==> src/rtl/sec_ded_locator_seq_pkg.sv <==
// Shared types and helpers for the sequential SEC-DED locator and its bench.
package sec_pkg;

  // Widest codeword the helpers support; callers zero-extend narrower words.
  localparam int unsigned MaxN  = 128;
  localparam int unsigned MaxPw = 7;

  typedef enum logic [1:0] {
    StIdle,
    StSynd,
    StScan,
    StDone
  } state_e;

  function automatic logic is_pow2(int unsigned p);
    return (p != 0) && ((p & (p - 1)) == 0);
  endfunction

  // Data bit carried at codeword position p (p must be a non-power-of-two >= 3).
  function automatic int unsigned data_index(int unsigned p);
    int unsigned c;
    c = 0;
    for (int unsigned q = 3; q < MaxN; q++) begin
      if (q < p && !is_pow2(q)) c++;
    end
    return c;
  endfunction

  // XOR of the indices of all set bits, excluding the overall parity bit.
  function automatic logic [MaxPw-1:0] syndrome(logic [MaxN-1:0] cw);
    logic [MaxPw-1:0] s;
    s = '0;
    for (int p = 1; p < MaxN; p++) begin
      if (cw[p]) s ^= p[MaxPw-1:0];
    end
    return s;
  endfunction

  // Builds an extended Hamming codeword from k data bits with r check bits.
  function automatic logic [MaxN-1:0] encode(logic [MaxN-1:0] data, int unsigned k,
                                             int unsigned r);
    logic [MaxN-1:0]  cw;
    logic [MaxPw-1:0] s;
    int unsigned      d;
    cw = '0;
    d  = 0;
    for (int unsigned p = 3; p < MaxN; p++) begin
      if (!is_pow2(p) && d < k) begin
        cw[p] = data[d];
        d++;
      end
    end
    s = syndrome(cw);
    for (int unsigned j = 0; j < MaxPw; j++) begin
      if (j < r) cw[1 << j] = s[j];
    end
    cw[0] = ^cw;
    return cw;
  endfunction

endpackage

==> src/rtl/sec_ded_locator_seq_if.sv <==
// Codeword-in / result-out handshake bundle for the SEC-DED locator.
interface sec_ded_locator_seq_if #(
  parameter int unsigned K = 30,
  parameter int unsigned R = 6
);
  localparam int unsigned N  = K + R + 1;
  localparam int unsigned PW = $clog2(N);

  logic [N-1:0]  cw_in;
  logic          in_valid;
  logic          in_ready;
  logic [K-1:0]  data_out;
  logic [PW-1:0] err_pos;
  logic          err_corrected;
  logic          err_uncorrectable;
  logic          out_valid;
  logic          out_ready;

  modport master (
    output cw_in, in_valid, out_ready,
    input  in_ready, data_out, err_pos, err_corrected, err_uncorrectable, out_valid
  );

  modport slave (
    input  cw_in, in_valid, out_ready,
    output in_ready, data_out, err_pos, err_corrected, err_uncorrectable, out_valid
  );
endinterface

==> src/rtl/sec_ded_locator_seq_syndrome_calc.sv <==
// Combinational syndrome and overall parity of a latched codeword.
module sec_syndrome_calc #(
  parameter int unsigned N  = 37,
  parameter int unsigned PW = 6
) (
  input  logic [N-1:0]  word,
  output logic [PW-1:0] synd,
  output logic          parity
);

  // Indices below N fit in PW bits, so their XOR does too.
  always_comb begin
    synd = '0;
    for (int p = 1; p < N; p++) begin
      if (word[p]) synd ^= p[PW-1:0];
    end
    parity = ^word;
  end

endmodule

==> src/rtl/sec_ded_locator_seq.sv <==
// Clocked SEC-DED decoder: one-cycle syndrome, then a LANES-wide position scan.
module sec_ded_locator_seq
  import sec_pkg::*;
#(
  parameter int unsigned K     = 30,
  parameter int unsigned R     = 6,
  parameter int unsigned LANES = 1
) (
  input  logic                   clk,
  input  logic                   rst_n,
  sec_ded_locator_seq_if.slave   bus,
  output logic                   busy
);

  localparam int unsigned N  = K + R + 1;
  localparam int unsigned PW = $clog2(N);
  // Scan index may overshoot N by up to LANES before the guard fires.
  localparam int unsigned IW = $clog2(N + LANES + 1);

  state_e        state_q, state_d;
  logic [N-1:0]  word_q, word_d;
  logic [PW-1:0] synd_q, synd_d;
  logic [IW-1:0] idx_q, idx_d;
  logic [PW-1:0] err_pos_q, err_pos_d;
  logic          corr_q, corr_d;
  logic          unc_q, unc_d;

  logic [PW-1:0] synd;
  logic          parity;

  sec_syndrome_calc #(
    .N  (N),
    .PW (PW)
  ) u_synd (
    .word   (word_q),
    .synd   (synd),
    .parity (parity)
  );

  // State and datapath registers; reset discards any word in flight.
  always_ff @(posedge clk or negedge rst_n) begin
    if (!rst_n) begin
      state_q   <= StIdle;
      word_q    <= '0;
      synd_q    <= '0;
      idx_q     <= '0;
      err_pos_q <= '0;
      corr_q    <= 1'b0;
      unc_q     <= 1'b0;
    end else begin
      state_q   <= state_d;
      word_q    <= word_d;
      synd_q    <= synd_d;
      idx_q     <= idx_d;
      err_pos_q <= err_pos_d;
      corr_q    <= corr_d;
      unc_q     <= unc_d;
    end
  end

  // Next-state: accept, classify by syndrome/parity, scan for the flipped bit.
  always_comb begin
    logic        found;
    logic [31:0] pos;
    state_d   = state_q;
    word_d    = word_q;
    synd_d    = synd_q;
    idx_d     = idx_q;
    err_pos_d = err_pos_q;
    corr_d    = corr_q;
    unc_d     = unc_q;
    found     = 1'b0;
    pos       = '0;
    unique case (state_q)
      StIdle: begin
        if (bus.in_valid) begin
          word_d    = bus.cw_in;
          synd_d    = '0;
          idx_d     = '0;
          err_pos_d = '0;
          corr_d    = 1'b0;
          unc_d     = 1'b0;
          state_d   = StSynd;
        end
      end
      StSynd: begin
        synd_d = synd;
        idx_d  = '0;
        if (!parity) begin
          unc_d   = (synd != '0);
          state_d = StDone;
        end else if (32'(synd) >= N) begin
          unc_d   = 1'b1;
          state_d = StDone;
        end else begin
          state_d = StScan;
        end
      end
      StScan: begin
        for (int unsigned l = 0; l < LANES; l++) begin
          pos = 32'(idx_q) + l;
          if (!found && pos < N && pos == 32'(synd_q)) begin
            found       = 1'b1;
            word_d[pos] = ~word_q[pos];
            err_pos_d   = synd_q;
            corr_d      = 1'b1;
            state_d     = StDone;
          end
        end
        if (!found) begin
          idx_d = idx_q + IW'(LANES);
          // Unreachable for an in-range syndrome; keeps the scan bounded.
          if (32'(idx_q) + LANES >= N) begin
            unc_d   = 1'b1;
            state_d = StDone;
          end
        end
      end
      StDone: begin
        if (bus.out_ready) state_d = StIdle;
      end
      default: state_d = StIdle;
    endcase
  end

  // Unpack data positions (non-powers-of-two from 3 upward) into the result word.
  always_comb begin
    bus.data_out = '0;
    for (int unsigned p = 3; p < N; p++) begin
      if (!is_pow2(p)) bus.data_out[data_index(p)] = word_q[p];
    end
  end

  // Handshake and status outputs.
  always_comb begin
    bus.in_ready          = (state_q == StIdle);
    bus.out_valid         = (state_q == StDone);
    bus.err_pos           = err_pos_q;
    bus.err_corrected     = corr_q;
    bus.err_uncorrectable = unc_q;
    busy                  = (state_q != StIdle);
  end

endmodule
==> src/flat_wrapper.sv <==
// flat-port wrapper written by rule: the top's interface ports become plain ports
module sec_ded_locator_seq_flat import sec_pkg::*;
#(
  parameter int unsigned K     = 30,
  parameter int unsigned R     = 6,
  parameter int unsigned LANES = 1
)
  (clk, rst_n, busy, bus_cw_in, bus_in_valid, bus_out_ready, bus_in_ready, bus_data_out, bus_err_pos, bus_err_corrected, bus_err_uncorrectable, bus_out_valid);
  sec_ded_locator_seq_if #(.K(K), .R(R)) bus_i ();
  input  logic clk;
  input  logic rst_n;
  output logic busy;
  input wire logic [$bits(bus_i.cw_in)-1:0] bus_cw_in;
  input wire logic [$bits(bus_i.in_valid)-1:0] bus_in_valid;
  input wire logic [$bits(bus_i.out_ready)-1:0] bus_out_ready;
  output wire logic [$bits(bus_i.in_ready)-1:0] bus_in_ready;
  output wire logic [$bits(bus_i.data_out)-1:0] bus_data_out;
  output wire logic [$bits(bus_i.err_pos)-1:0] bus_err_pos;
  output wire logic [$bits(bus_i.err_corrected)-1:0] bus_err_corrected;
  output wire logic [$bits(bus_i.err_uncorrectable)-1:0] bus_err_uncorrectable;
  output wire logic [$bits(bus_i.out_valid)-1:0] bus_out_valid;
  assign bus_i.cw_in = bus_cw_in;
  assign bus_i.in_valid = bus_in_valid;
  assign bus_i.out_ready = bus_out_ready;
  assign bus_in_ready = bus_i.in_ready;
  assign bus_data_out = bus_i.data_out;
  assign bus_err_pos = bus_i.err_pos;
  assign bus_err_corrected = bus_i.err_corrected;
  assign bus_err_uncorrectable = bus_i.err_uncorrectable;
  assign bus_out_valid = bus_i.out_valid;
  sec_ded_locator_seq #(.K(K), .R(R), .LANES(LANES)) u_core (.clk(clk), .rst_n(rst_n), .bus(bus_i), .busy(busy));
endmodule
==> config.mk <==
export PLATFORM = sky130hd
export DESIGN_NAME = sec_ded_locator_seq_flat
export DESIGN_NICKNAME = d
export VERILOG_FILES = /design/src/rtl/sec_ded_locator_seq_pkg.sv /design/src/rtl/sec_ded_locator_seq_if.sv /design/src/rtl/sec_ded_locator_seq_syndrome_calc.sv /design/src/rtl/sec_ded_locator_seq.sv /design/src/flat_wrapper.sv
export SDC_FILE = /design/constraint.sdc
export NUM_CORES = 1
export LEC_CHECK = 0
export CAP_MARGIN = 15
export CORE_ASPECT_RATIO = 0.5
export CORE_MARGIN = 2
export CORE_UTILIZATION = 50
export DETAILED_ROUTE_END_ITERATION = 7
export HOLD_SLACK_MARGIN = 0.1
export PLACE_DENSITY = 0.82
export SYNTH_ARGS = -nofsm -noshare
export SYNTH_HDL_FRONTEND = slang
export SYNTH_SLANG_ARGS = --single-unit
export TNS_END_PERCENT = 20
==> constraint.sdc <==
create_clock -name clk -period 3.45 [get_ports clk]
set_input_delay 0.8625 -clock clk [delete_from_list [all_inputs] [get_ports clk]]
set_output_delay 0.8625 -clock clk [all_outputs]
set_load 0.005 [all_outputs]
[Yosys cells after proc, flatten, opt, wreduce, memory -nomap -nowiden]
Cells that the tools add are included.
Word-level totals
  flip-flop bits (word level): 59
  input bits: 41
  output and inout bits: 41
Cells by class
  $lt $le $gt $ge: 5
  bitwise logic cells: 36
  multiplexer cells: 68
  reduce and logical (&&, ||, !) cells: 14
  equal/unequal tests: 10
  $add $sub $neg: 2
Operator list (number)
  $mux 5: 16
  $mux 37: 2
  $pmux 37 s2: 1
  $mux 6: 8
  $bwmux 37: 1
  $reduce_xor 37->1: 1
  $not 3->3: 11
  $ge 32x6->1 const B: 1
  $mux 4: 8
  $not 2->2: 13
  $pmux 6 s2: 2
  $not 4->4: 5
  $pmux 6 s3: 1
  $mux 2: 7
  $mux 1: 13
  $mux 3: 4
  $pmux 2 s4: 1
  $add 6x1->7 const B: 1
  $lt 6x7->1 const B: 1
  $add 6x1->6 const B: 1
  $bmux 1 s6: 1
  $demux 1 s6: 1
  $eq 6x6->1: 1
  $ge 6x1->1 const B: 1
  20 further kinds: 33

[Longest topological paths before layout]
Gate-level depths: netlist of run 1.
  depth in word-level cells: 70
  depth in mapped cells: 13
  gate-level depth less buffers: 10

[Cells and area by module]
A second synthesis of run 1 with hierarchy kept.
Second synthesis, totals
  cell total of the unflattened synthesis: 570
  area total of the unflattened synthesis: 4805.9 µm²
By module, submodules not included
  sec_ded_locator_seq: times used 1, area each 4190.3 µm², cells an instance 504
  sec_syndrome_calc: times used 1, area each 615.6 µm², cells an instance 66

[Least setup slack after synthesis of run 1]
OpenSTA, ideal clock, no wires.
  kind: register to register
  from: register u_core.idx_q[1]
  to: register u_core.word_q[15]
  arrival: 2.328 ns
  required time: 3.325 ns
  path slack: 0.997 ns
  library setup time: 0.125 ns
  path buffers: 2
  stages on the path, launching flop included: 13
  path through: dfrtp_1 buf_2 inv_1 ha_1 nor2b_1 o211ai_1 nor4b_1 and2_1 nand2_1 nand2_1 buf_2 nand2_1 mux2_2
On the way
  word-level cells in the longest chain between the ends: 7
  elaborated cells between the ends (all ways): 16
RTL lines
  from (decl): line sec_ded_locator_seq.sv:23  | logic [IW-1:0] idx_q, idx_d;
  from (signal assigned): line sec_ded_locator_seq.sv:54  | idx_q <= idx_d;
  $lt 6x7->1 (implied by the code) or $ge 6x1->1 (tied branches): line sec_ded_locator_seq.sv:104  | word_d[pos] = ~word_q[pos];
  $logic_and 1x1->1 (implied by the code): line sec_ded_locator_seq.sv:104
  $mux 1 (implied by the code): line sec_ded_locator_seq.sv:104
  $demux 1 s6
  $bwmux 37: line sec_ded_locator_seq.sv:104
  $mux 37: line sec_ded_locator_seq.sv:102  | if (!found && pos < N && pos == 32'(synd_q)) begin
  $pmux 37 s2: line sec_ded_locator_seq.sv:74  | unique case (state_q)
  to (signal assigned): line sec_ded_locator_seq.sv:52  | word_q <= word_d;
  to (decl): line sec_ded_locator_seq.sv:21  | logic [N-1:0] word_q, word_d;
Parallel ways exist; a longest one is shown, timed or not. The select of a mux whose other input is x is not followed.
A chain may end at the register's enable or synchronous reset.

[Worst setup path after layout of run 1]
  from: register u_core.idx_q[1]
  to: register u_core.word_q[18]
Same word-level chain as after synthesis.

==> flow_summary.html, run 1 <==
<table>
<tr><th>Metric</th><th>Value</th></tr>
<tr><th colspan="2">STA</th></tr>
<tr><td>Slew headroom</td><td>0.5613</td></tr>
<tr><td>Setup total negative slack</td><td>0 ns</td></tr>
<tr><td>Final hold viol count</td><td>0</td></tr>
<tr><td>Final period util</td><td>0.9133</td></tr>
<tr><td>Slew of the pin with the lowest slew margin</td><td>roughly 0.66 ns</td></tr>
<tr><td>PnR worst setup slack</td><td>roughly 0.3 ns</td></tr>
<tr><td>Final setup vio count</td><td>0</td></tr>
<tr><td>Number of pins exceeding their max-slew limit in the final report</td><td>0</td></tr>
<tr><td>Achievable clock frequency</td><td>317.4 MHz</td></tr>
<tr><td>RSZ-0062 raised after global routing</td><td>no</td></tr>
<tr><td>Final setup skew</td><td>around 0.0070 ns</td></tr>
<tr><td>Post-layout minimum cycle time</td><td>3.151 ns</td></tr>
<tr><th colspan="2">Setup path</th></tr>
<tr><td>CP endpoint kind</td><td>register</td></tr>
<tr><td>Arrival @ worst endpoint</td><td>about 3.4 ns</td></tr>
<tr><td>Slowest stage cell on the critical path</td><td>sky130_fd_sc_hd__dfrtp_1</td></tr>
<tr><td>Startpoint of the most critical register-to-register path</td><td>u_core.idx_q[1]</td></tr>
<tr><td>Family with the most delay on the worst path</td><td>simple AND/OR/NAND/NOR gates</td></tr>
<tr><td>Required time of the worst setup path</td><td>~3.7 ns</td></tr>
<tr><td>Highest fanout seen on the critical path</td><td>55</td></tr>
<tr><td>Worst setup path category</td><td>register to register</td></tr>
<tr><td>Number of buffer and inverter instances along the worst setup path</td><td>2</td></tr>
<tr><td>Critical path launch point type</td><td>register</td></tr>
<tr><td>Cell occurring most often along the worst timing path</td><td>sky130_fd_sc_hd__nand2_1</td></tr>
<tr><td>Cell chain of the critical path</td><td>inv_1, ha_1, nor2b_1, o211ai_1, nor4b_1, and2_1, nand2_1, nand2_1, buf_12, nand2_1, mux2_2</td></tr>
<tr><td>Slowest stage delay, CP</td><td>between 0.5 and 0.6 ns</td></tr>
<tr><td>Launch point of the critical path</td><td>u_core.idx_q[1]</td></tr>
<tr><th colspan="2">Route</th></tr>
<tr><td>DRT Wirelength</td><td>12610 um</td></tr>
<tr><td>Post-DR wirelength/cell</td><td>roughly 18 um</td></tr>
<tr><td>Post-DR vias/cell</td><td>around 6.0</td></tr>
<tr><td>Number of DRC violations after detailed routing</td><td>0</td></tr>
<tr><td>Detailed Route Iter0 Violations</td><td>roughly 440</td></tr>
<tr><td>Count of nets left with antenna violations after detail routing</td><td>0</td></tr>
<tr><td>Via count</td><td>slightly above 4000</td></tr>
<tr><td>First-pass iteration count of the detailed router</td><td>6</td></tr>
<tr><th colspan="2">Clocking</th></tr>
<tr><td>Buffer depth of the longest clock path</td><td>2</td></tr>
<tr><td>Clock sink total</td><td>59</td></tr>
<tr><td>CTS tree</td><td>built</td></tr>
<tr><td>CTS root buf</td><td>sky130_fd_sc_hd__clkbuf_16</td></tr>
<tr><td>Cts bufs inserted</td><td>9</td></tr>
<tr><td>Number of setup buffers added after CTS</td><td>0</td></tr>
<tr><td>Depth of the CTS H-tree</td><td>3</td></tr>
<tr><td>Number of buffers inserted for hold repair after clock tree synthesis</td><td>0</td></tr>
<tr><td>Count of instances resized after the clock tree is built</td><td>0</td></tr>
<tr><td>Clock latency reported for the late side of the worst-skew pair</td><td>roughly 0.34 ns</td></tr>
<tr><td>Clock edge transition at the registers on the reported setup and hold paths</td><td>roughly 0.05 ns</td></tr>
<tr><th colspan="2">Finish</th></tr>
<tr><td>Final design utilization</td><td>0.6260</td></tr>
<tr><td>Share of layout cells above drive strength 1</td><td>0.1127</td></tr>
<tr><td>Fin cells</td><td>a little under 700</td></tr>
<tr><td>NumNets Final</td><td>610</td></tr>
<tr><td>Area overhead of the layout relative to synthesis</td><td>21.12%</td></tr>
<tr><td>Inserted Diodes</td><td>0</td></tr>
<tr><th colspan="2">Synthesis</th></tr>
<tr><td>Compound-cell area share of the yosys netlist</td><td>0.2156</td></tr>
<tr><td>Part of the Yosys area used for sequential elements</td><td>0.3258</td></tr>
<tr><td>Multiplexer area fraction after synthesis</td><td>0.08807</td></tr>
<tr><td>Largest family of logic cells by synthesized area</td><td>compound AO/OA/AOI/OAI gates</td></tr>
<tr><td>Post-synthesis cell type with the largest combined area</td><td>sky130_fd_sc_hd__dfrtp_1</td></tr>
<tr><td>Post-synthesis net count</td><td>between 500 and 600</td></tr>
<tr><td>Most common cell in the synthesized netlist</td><td>sky130_fd_sc_hd__o21ai_0</td></tr>
<tr><td>Top post-synthesis cells by count</td><td>sky130_fd_sc_hd__o21ai_0 (63), sky130_fd_sc_hd__dfrtp_1 (59), sky130_fd_sc_hd__xnor2_1 (57)</td></tr>
<tr><td>Post-synthesis share of cell area spent on xor and xnor gates</td><td>0.1430</td></tr>
<tr><td>Post-synth EDFFs</td><td>0</td></tr>
<tr><td>Mean instance size in the synthesized netlist</td><td>approximately 8.7 um2</td></tr>
<tr><td>Fraction of registers with async set or reset after synthesis</td><td>1.000</td></tr>
<tr><td>Number of register bits inferred by synthesis</td><td>59</td></tr>
<tr><td>Share of the synthesized area in the top cell type</td><td>0.3258</td></tr>
<tr><td>Number of standard cells after synthesis</td><td>roughly 520</td></tr>
<tr><td>Most instantiated flip-flop cell in the synthesis netlist</td><td>sky130_fd_sc_hd__dfrtp_1</td></tr>
<tr><td>Post-Syn Area</td><td>roughly 0.0045 mm2</td></tr>
<tr><td>Largest cells by area after synthesis</td><td>sky130_fd_sc_hd__dfrtp_1 (33%), sky130_fd_sc_hd__xnor2_1 (11%), sky130_fd_sc_hd__o21ai_0 (7.0%)</td></tr>
<tr><td>Synthesized-area fraction occupied by and/or/nand/nor cells</td><td>0.1193</td></tr>
<tr><td>Count of unique library cells instantiated by Yosys</td><td>47</td></tr>
<tr><td>Yosys warnings</td><td>0</td></tr>
<tr><td>Adder-cell area share of the yosys netlist</td><td>0.01657</td></tr>
<tr><th colspan="2">Global route</th></tr>
<tr><td>First-pass GRT wire length</td><td>~20000 um</td></tr>
<tr><td>Number of antenna violations at the first check in global routing</td><td>0</td></tr>
<tr><td>Gr usage total</td><td>0.2576</td></tr>
<tr><td>Overflow left after global routing</td><td>0</td></tr>
<tr><td>Number of global-route vias before repair</td><td>3875</td></tr>
<tr><td>Largest net degree at the start of global routing</td><td>between 50 and 60</td></tr>
<tr><th colspan="2">Placed design</th></tr>
<tr><td>Number of placed instances with taps included</td><td>approximately 670</td></tr>
<tr><td>Final weighted congestion of routability-driven global placement</td><td>between 0.9 and 1</td></tr>
<tr><td>Half-perimeter wire length of the detailed placement result</td><td>roughly 8900 um</td></tr>
<tr><td>Worst slack at placement</td><td>between 0.4 and 0.5 ns</td></tr>
<tr><td>Total of buffers placed on input and output ports</td><td>81</td></tr>
<tr><th colspan="2">Outcome</th></tr>
<tr><td>Result of the run</td><td>completed</td></tr>
<tr><th colspan="2">Floorplan</th></tr>
<tr><td>Overall die width</td><td>between 100 and 150 um</td></tr>
<tr><td>Floorplan die area</td><td>just under 0.01 mm2</td></tr>
<tr><td>Die height</td><td>just over 70 um</td></tr>
<tr><td>Starting utilization of the core area</td><td>0.5168</td></tr>
<tr><td>Area of the core</td><td>0.008768 mm2</td></tr>
<tr><td>Number of placed I/O pins</td><td>82</td></tr>
<tr><td>Core Rows</td><td>24</td></tr>
<tr><th colspan="2">Job</th></tr>
<tr><td>Number of maximum-capacitance violations</td><td>0</td></tr>
<tr><th colspan="2">Worst hold path</th></tr>
<tr><td>Class of the tightest hold or removal check</td><td>input port to async pin</td></tr>
</table>
## area by class of cell
type	count	area (um2)
clock buffers	10	229.0
clock inverters	6	32.53
repair buffers	93	908.4
multi-input cells	385	2640
well taps	117	146.4
fillers	747	3279
flip-flops and latches	59	1476
inverters	15	56.30
## path summary, 6_finish.rpt
kind,cells past startpoint,end,slack (ns)
setup / recovery,11,u_core.word_q[18],0.30
hold / removal,1,u_core.word_q[22],0.45
setup reg to reg,11,u_core.word_q[18],0.30
hold reg to reg,2,u_core.bus.err_corrected,0.48
max in group asynchronous,2,u_core.bus.err_pos[5],2.33
min in group clk,2,u_core.bus.err_corrected,0.48
## cell families after synthesis
| family | Yosys count |
|---|---|
| AO/OA/AOI/OAI | 161 |
| AND/OR/NAND/NOR | 117 |
| buffers and inverters | 77 |
| XOR/XNOR | 70 |
| flip-flops | 59 |
| multiplexers | 31 |
| adder cells (fa/ha/maj) | 6 |
## metal layers
metal / global-route usage / vias up / routed length (um)
met5: 0 / - / 0
met4: 0.1077 / 0 / 280
met3: 0.08155 / 36 / 1250
met2: 0.3933 / 234 / 5479
met1: 0.3447 / 1964 / 5603
li1: - / 1891 / -
## sequential cells by signal, indices dropped and copies added, names as in the netlist
name,flops
u_core.bus.err_pos,6
u_core.bus.err_uncorrectable,1
u_core.word_q,37
u_core.state_q,2
u_core.bus.err_corrected,1
u_core.idx_q,6
u_core.synd_q,6
## stage by stage
step                      cell area (um2)  hold WS [ns]
after CTS                            5489        0.4553
final                                5489        0.4504
after global placement               5228        0.4706
after floorplan                      4532        0.4662
after global routing                 5489        0.4726
after detailed placement             5228        0.4648
## placed cells by master, fill, tap and decap left out, types with 3 or more instances in the layout
master                             n
sky130_fd_sc_hd__o22ai_1           8
sky130_fd_sc_hd__xor2_1           10
sky130_fd_sc_hd__inv_1            14
sky130_fd_sc_hd__or3_1             4
sky130_fd_sc_hd__clkbuf_16         9
sky130_fd_sc_hd__dfrtp_1          59
sky130_fd_sc_hd__clkinv_2          5
sky130_fd_sc_hd__a21oi_1          39
sky130_fd_sc_hd__clkdlybuf4s50_1  80
sky130_fd_sc_hd__nand2b_1          4
sky130_fd_sc_hd__mux2i_1           5
sky130_fd_sc_hd__o21ai_0          63
sky130_fd_sc_hd__o2bb2ai_1        20
sky130_fd_sc_hd__or2_2             5
sky130_fd_sc_hd__buf_4            11
sky130_fd_sc_hd__mux2_2           21
sky130_fd_sc_hd__a31oi_1          12
sky130_fd_sc_hd__ha_1              6
sky130_fd_sc_hd__a2bb2oi_1         4
sky130_fd_sc_hd__nand3_1          13
sky130_fd_sc_hd__xnor2_1          57
sky130_fd_sc_hd__nand2_1          52
sky130_fd_sc_hd__mux4_2            5
sky130_fd_sc_hd__nor2_1           25
sky130_fd_sc_hd__nor2b_1           3
Power of run 1 is not shown: default switching activity piles up to over one toggle a cycle in this logic, so the estimate is an artifact.
==> run 2: changes to the inputs <==
--- a/config.mk
+++ b/config.mk
@@ -5,6 +5,7 @@
 export SDC_FILE = /design/constraint.sdc
 export NUM_CORES = 1
 export LEC_CHECK = 0
+export ABC_CLOCK_PERIOD_IN_PS = 3450
 export CAP_MARGIN = 15
 export CORE_ASPECT_RATIO = 0.5
 export CORE_MARGIN = 2
==> results of run 2 <==
Same layout as run 1: the final DEF is identical, and so are final timing and power.
Power of run 2 is left out for the same reason.
==> run 3: changes to the inputs <==
--- a/config.mk
+++ b/config.mk
@@ -11,8 +11,9 @@
 export CORE_MARGIN = 2
 export CORE_UTILIZATION = 50
 export DETAILED_ROUTE_END_ITERATION = 7
+export DONT_BUFFER_PORTS = 1
 export HOLD_SLACK_MARGIN = 0.1
-export PLACE_DENSITY = 0.82
+export PLACE_DENSITY = 0.7
 export SYNTH_ARGS = -nofsm -noshare
 export SYNTH_HDL_FRONTEND = slang
 export SYNTH_SLANG_ARGS = --single-unit
==> run 3 against run 2 <==
Critical path type unchanged. Cell count decreased by 12%. Register-to-register slack better by 0.13 ns. Clock skew grew 0.0022 ns. Global-route usage decreased by 0.37 points. Non-clock buffer count is 83 lower. Wire length shrank 3.2%. Critical path depth did not move. Worst setup slack improved by 0.13 ns. Die area unchanged. Highest routed layer unchanged. Worst hold slack worse by 0.23 ns. Final area down 14%. Fmax increased by 4.2%.
==> flow_summary.html, run 3 (synthesis results as in run 1) <==
<table>
<tr><th>Metric</th><th>Value</th></tr>
<tr><th colspan="2">Outcome</th></tr>
<tr><td>Result of the run</td><td>completed</td></tr>
<tr><th colspan="2">STA</th></tr>
<tr><td>Final setup vio count</td><td>0 (unchanged)</td></tr>
<tr><td>Final setup skew</td><td>0.009118 ns (+0.002152 ns)</td></tr>
<tr><td>Slew of the pin with the lowest slew margin</td><td>0.5963 ns (-0.06166 ns)</td></tr>
<tr><td>PnR worst setup slack</td><td>0.4247 ns (+0.1257 ns)</td></tr>
<tr><td>Final period util</td><td>0.8769 (-0.03642)</td></tr>
<tr><td>Setup total negative slack</td><td>0 ns (unchanged)</td></tr>
<tr><td>Post-layout minimum cycle time</td><td>3.025 ns (-0.1257 ns)</td></tr>
<tr><td>Slew headroom</td><td>0.5982 (+0.03690)</td></tr>
<tr><td>Number of pins exceeding their max-slew limit in the final report</td><td>0 (unchanged)</td></tr>
<tr><td>RSZ-0062 raised after global routing</td><td>no</td></tr>
<tr><td>Achievable clock frequency</td><td>330.5 MHz (+4.2%)</td></tr>
<tr><td>Final hold viol count</td><td>0 (unchanged)</td></tr>
<tr><th colspan="2">Setup path</th></tr>
<tr><td>Worst setup path category</td><td>register to register</td></tr>
<tr><td>Slowest stage cell on the critical path</td><td>sky130_fd_sc_hd__dfrtp_1</td></tr>
<tr><td>CP endpoint kind</td><td>register</td></tr>
<tr><td>Cell chain of the critical path</td><td>inv_1, ha_1, nor2b_1, o211ai_1, nor4b_1, and2_1, nand2_1, nand2_1, buf_12, nand2_1, mux2_2</td></tr>
<tr><td>Arrival @ worst endpoint</td><td>3.24 ns (-0.13 ns)</td></tr>
<tr><td>Family with the most delay on the worst path</td><td>simple AND/OR/NAND/NOR gates</td></tr>
<tr><td>Highest fanout seen on the critical path</td><td>55 (unchanged)</td></tr>
<tr><td>Critical path launch point type</td><td>register</td></tr>
<tr><td>Required time of the worst setup path</td><td>3.67 ns (about the same)</td></tr>
<tr><td>Slowest stage delay, CP</td><td>0.53 ns (-0.02 ns)</td></tr>
<tr><td>Cell occurring most often along the worst timing path</td><td>sky130_fd_sc_hd__nand2_1</td></tr>
<tr><td>Worst reg-to-reg setup slack</td><td>0.42 ns (+0.13 ns)</td></tr>
<tr><td>Number of buffer and inverter instances along the worst setup path</td><td>2 (unchanged)</td></tr>
<tr><th colspan="2">Clocking</th></tr>
<tr><td>Cts bufs inserted</td><td>9 (unchanged)</td></tr>
<tr><td>Depth of the CTS H-tree</td><td>3 (unchanged)</td></tr>
<tr><td>Clock latency reported for the late side of the worst-skew pair</td><td>0.34 ns (about the same)</td></tr>
<tr><td>Clock edge transition at the registers on the reported setup and hold paths</td><td>0.05 ns (about the same)</td></tr>
<tr><td>CTS tree</td><td>built</td></tr>
<tr><td>Count of instances resized after the clock tree is built</td><td>0 (unchanged)</td></tr>
<tr><td>Buffer depth of the longest clock path</td><td>2 (unchanged)</td></tr>
<tr><td>Number of buffers inserted for hold repair after clock tree synthesis</td><td>0 (unchanged)</td></tr>
<tr><td>CTS root buf</td><td>sky130_fd_sc_hd__clkbuf_16</td></tr>
<tr><td>Number of setup buffers added after CTS</td><td>0 (unchanged)</td></tr>
<tr><td>Clock sink total</td><td>59 (unchanged)</td></tr>
<tr><th colspan="2">Finish</th></tr>
<tr><td>Area overhead of the layout relative to synthesis</td><td>3.755%</td></tr>
<tr><td>Final Cell Area</td><td>0.004702 mm2 (-14%)</td></tr>
<tr><td>Fin cells</td><td>601 (-12%)</td></tr>
<tr><td>NumNets Final</td><td>527 (-14%)</td></tr>
<tr><td>Reg with most FFs</td><td>u_core.word_q</td></tr>
<tr><td>Share of layout cells above drive strength 1</td><td>0.1219 (+0.009225)</td></tr>
<tr><td>Inserted Diodes</td><td>0 (unchanged)</td></tr>
<tr><td>Most common cell after layout, fill and taps aside</td><td>sky130_fd_sc_hd__o21ai_0</td></tr>
<tr><td>Commonest cells after routing, fill and taps aside</td><td>sky130_fd_sc_hd__o21ai_0 (63), sky130_fd_sc_hd__dfrtp_1 (59), sky130_fd_sc_hd__xnor2_1 (57)</td></tr>
<tr><td>Max reg flops</td><td>37 (unchanged)</td></tr>
<tr><th colspan="2">Job</th></tr>
<tr><td>Number of maximum-capacitance violations</td><td>0 (unchanged)</td></tr>
<tr><th colspan="2">Worst hold path</th></tr>
<tr><td>Class of the tightest hold or removal check</td><td>input port to async pin</td></tr>
<tr><th colspan="2">Global route</th></tr>
<tr><td>Number of antenna violations at the first check in global routing</td><td>0 (unchanged)</td></tr>
<tr><td>Overflow left after global routing</td><td>0 (unchanged)</td></tr>
<tr><td>Number of global-route vias before repair</td><td>3581 (-7.6%)</td></tr>
<tr><td>Gr usage total</td><td>0.2540 (-0.003659)</td></tr>
<tr><td>Largest net degree at the start of global routing</td><td>60 (+7.1%)</td></tr>
<tr><td>First-pass GRT wire length</td><td>19350 um (-3.3%)</td></tr>
<tr><th colspan="2">Floorplan</th></tr>
<tr><td>Die height</td><td>71.32 um (unchanged)</td></tr>
<tr><td>Overall die width</td><td>138.6 um (unchanged)</td></tr>
<tr><td>Core Rows</td><td>24 (unchanged)</td></tr>
<tr><td>Floorplan die area</td><td>0.009887 mm2 (unchanged)</td></tr>
<tr><td>Area of the core</td><td>0.008768 mm2 (unchanged)</td></tr>
<tr><td>Starting utilization of the core area</td><td>0.5168 (unchanged)</td></tr>
<tr><td>Number of placed I/O pins</td><td>82 (unchanged)</td></tr>
<tr><th colspan="2">Route</th></tr>
<tr><td>Post-DR wirelength/cell</td><td>20.31 um (+10%)</td></tr>
<tr><td>Via count</td><td>3715 (-9.9%)</td></tr>
<tr><td>Detailed Route Iter0 Violations</td><td>322 (-26%)</td></tr>
<tr><td>Number of DRC violations after detailed routing</td><td>0 (unchanged)</td></tr>
<tr><td>DRT Wirelength</td><td>12210 um (-3.2%)</td></tr>
<tr><td>Count of nets left with antenna violations after detail routing</td><td>0 (unchanged)</td></tr>
<tr><td>First-pass iteration count of the detailed router</td><td>4 (-2)</td></tr>
<tr><td>Post-DR vias/cell</td><td>6.181 (+2.6%)</td></tr>
<tr><th colspan="2">Placed design</th></tr>
<tr><td>Half-perimeter wire length of the detailed placement result</td><td>8543 um (-4.2%)</td></tr>
<tr><td>Final weighted congestion of routability-driven global placement</td><td>0.8588 (-6.9%)</td></tr>
<tr><td>Placement Cell Area</td><td>0.004407 mm2 (-16%)</td></tr>
<tr><td>Total of buffers placed on input and output ports</td><td>0 (-100%)</td></tr>
<tr><td>Number of placed instances with taps included</td><td>586 (-12%)</td></tr>
<tr><td>Worst slack at placement</td><td>0.5170 ns (+0.03440 ns)</td></tr>
</table>
run 3: area by class of cell:
class                      count  area, um2
inverter                      15      56.30
sequential                    59       1476
timing repair buffer          10      87.58
clock inverter                 2      35.03
tap                          117      146.4
clock buffer                  13      260.3
fill                         817       4066
multi-input combinational    385       2640
run 3: path summary, 6_finish.rpt:
check	startpoint	depth (start not counted)	to
setup / recovery	u_core.idx_q[1]	11	u_core.word_q[9]
hold / removal	rst_n	0	u_core.word_q[14]
setup reg to reg	u_core.idx_q[1]	11	u_core.word_q[9]
hold reg to reg	u_core.bus.err_corrected	2	u_core.bus.err_corrected
max in group asynchronous	rst_n	0	u_core.bus.err_pos[4]
min in group clk	u_core.bus.err_corrected	2	u_core.bus.err_corrected
run 3: per-stage QoR:
stage / hold slack [ns] / util
floorplan: 0.4662 / -
global placement: 0.5099 / 0.5026
detailed placement: 0.5146 / 0.5026
CTS: 0.2109 / 0.5362
global route: 0.2060 / 0.5362
finish: 0.2196 / 0.5362
run 3: routing by layer:
layer	track usage	vias to the layer above	wire length [um]
li1	-	1732	-
met1	0.3450	1812	5511
met2	0.3828	150	5259
met3	0.08556	21	1202
met4	0.09428	0	233
met5	0	-	0
Power of run 3 is left out for the same reason.
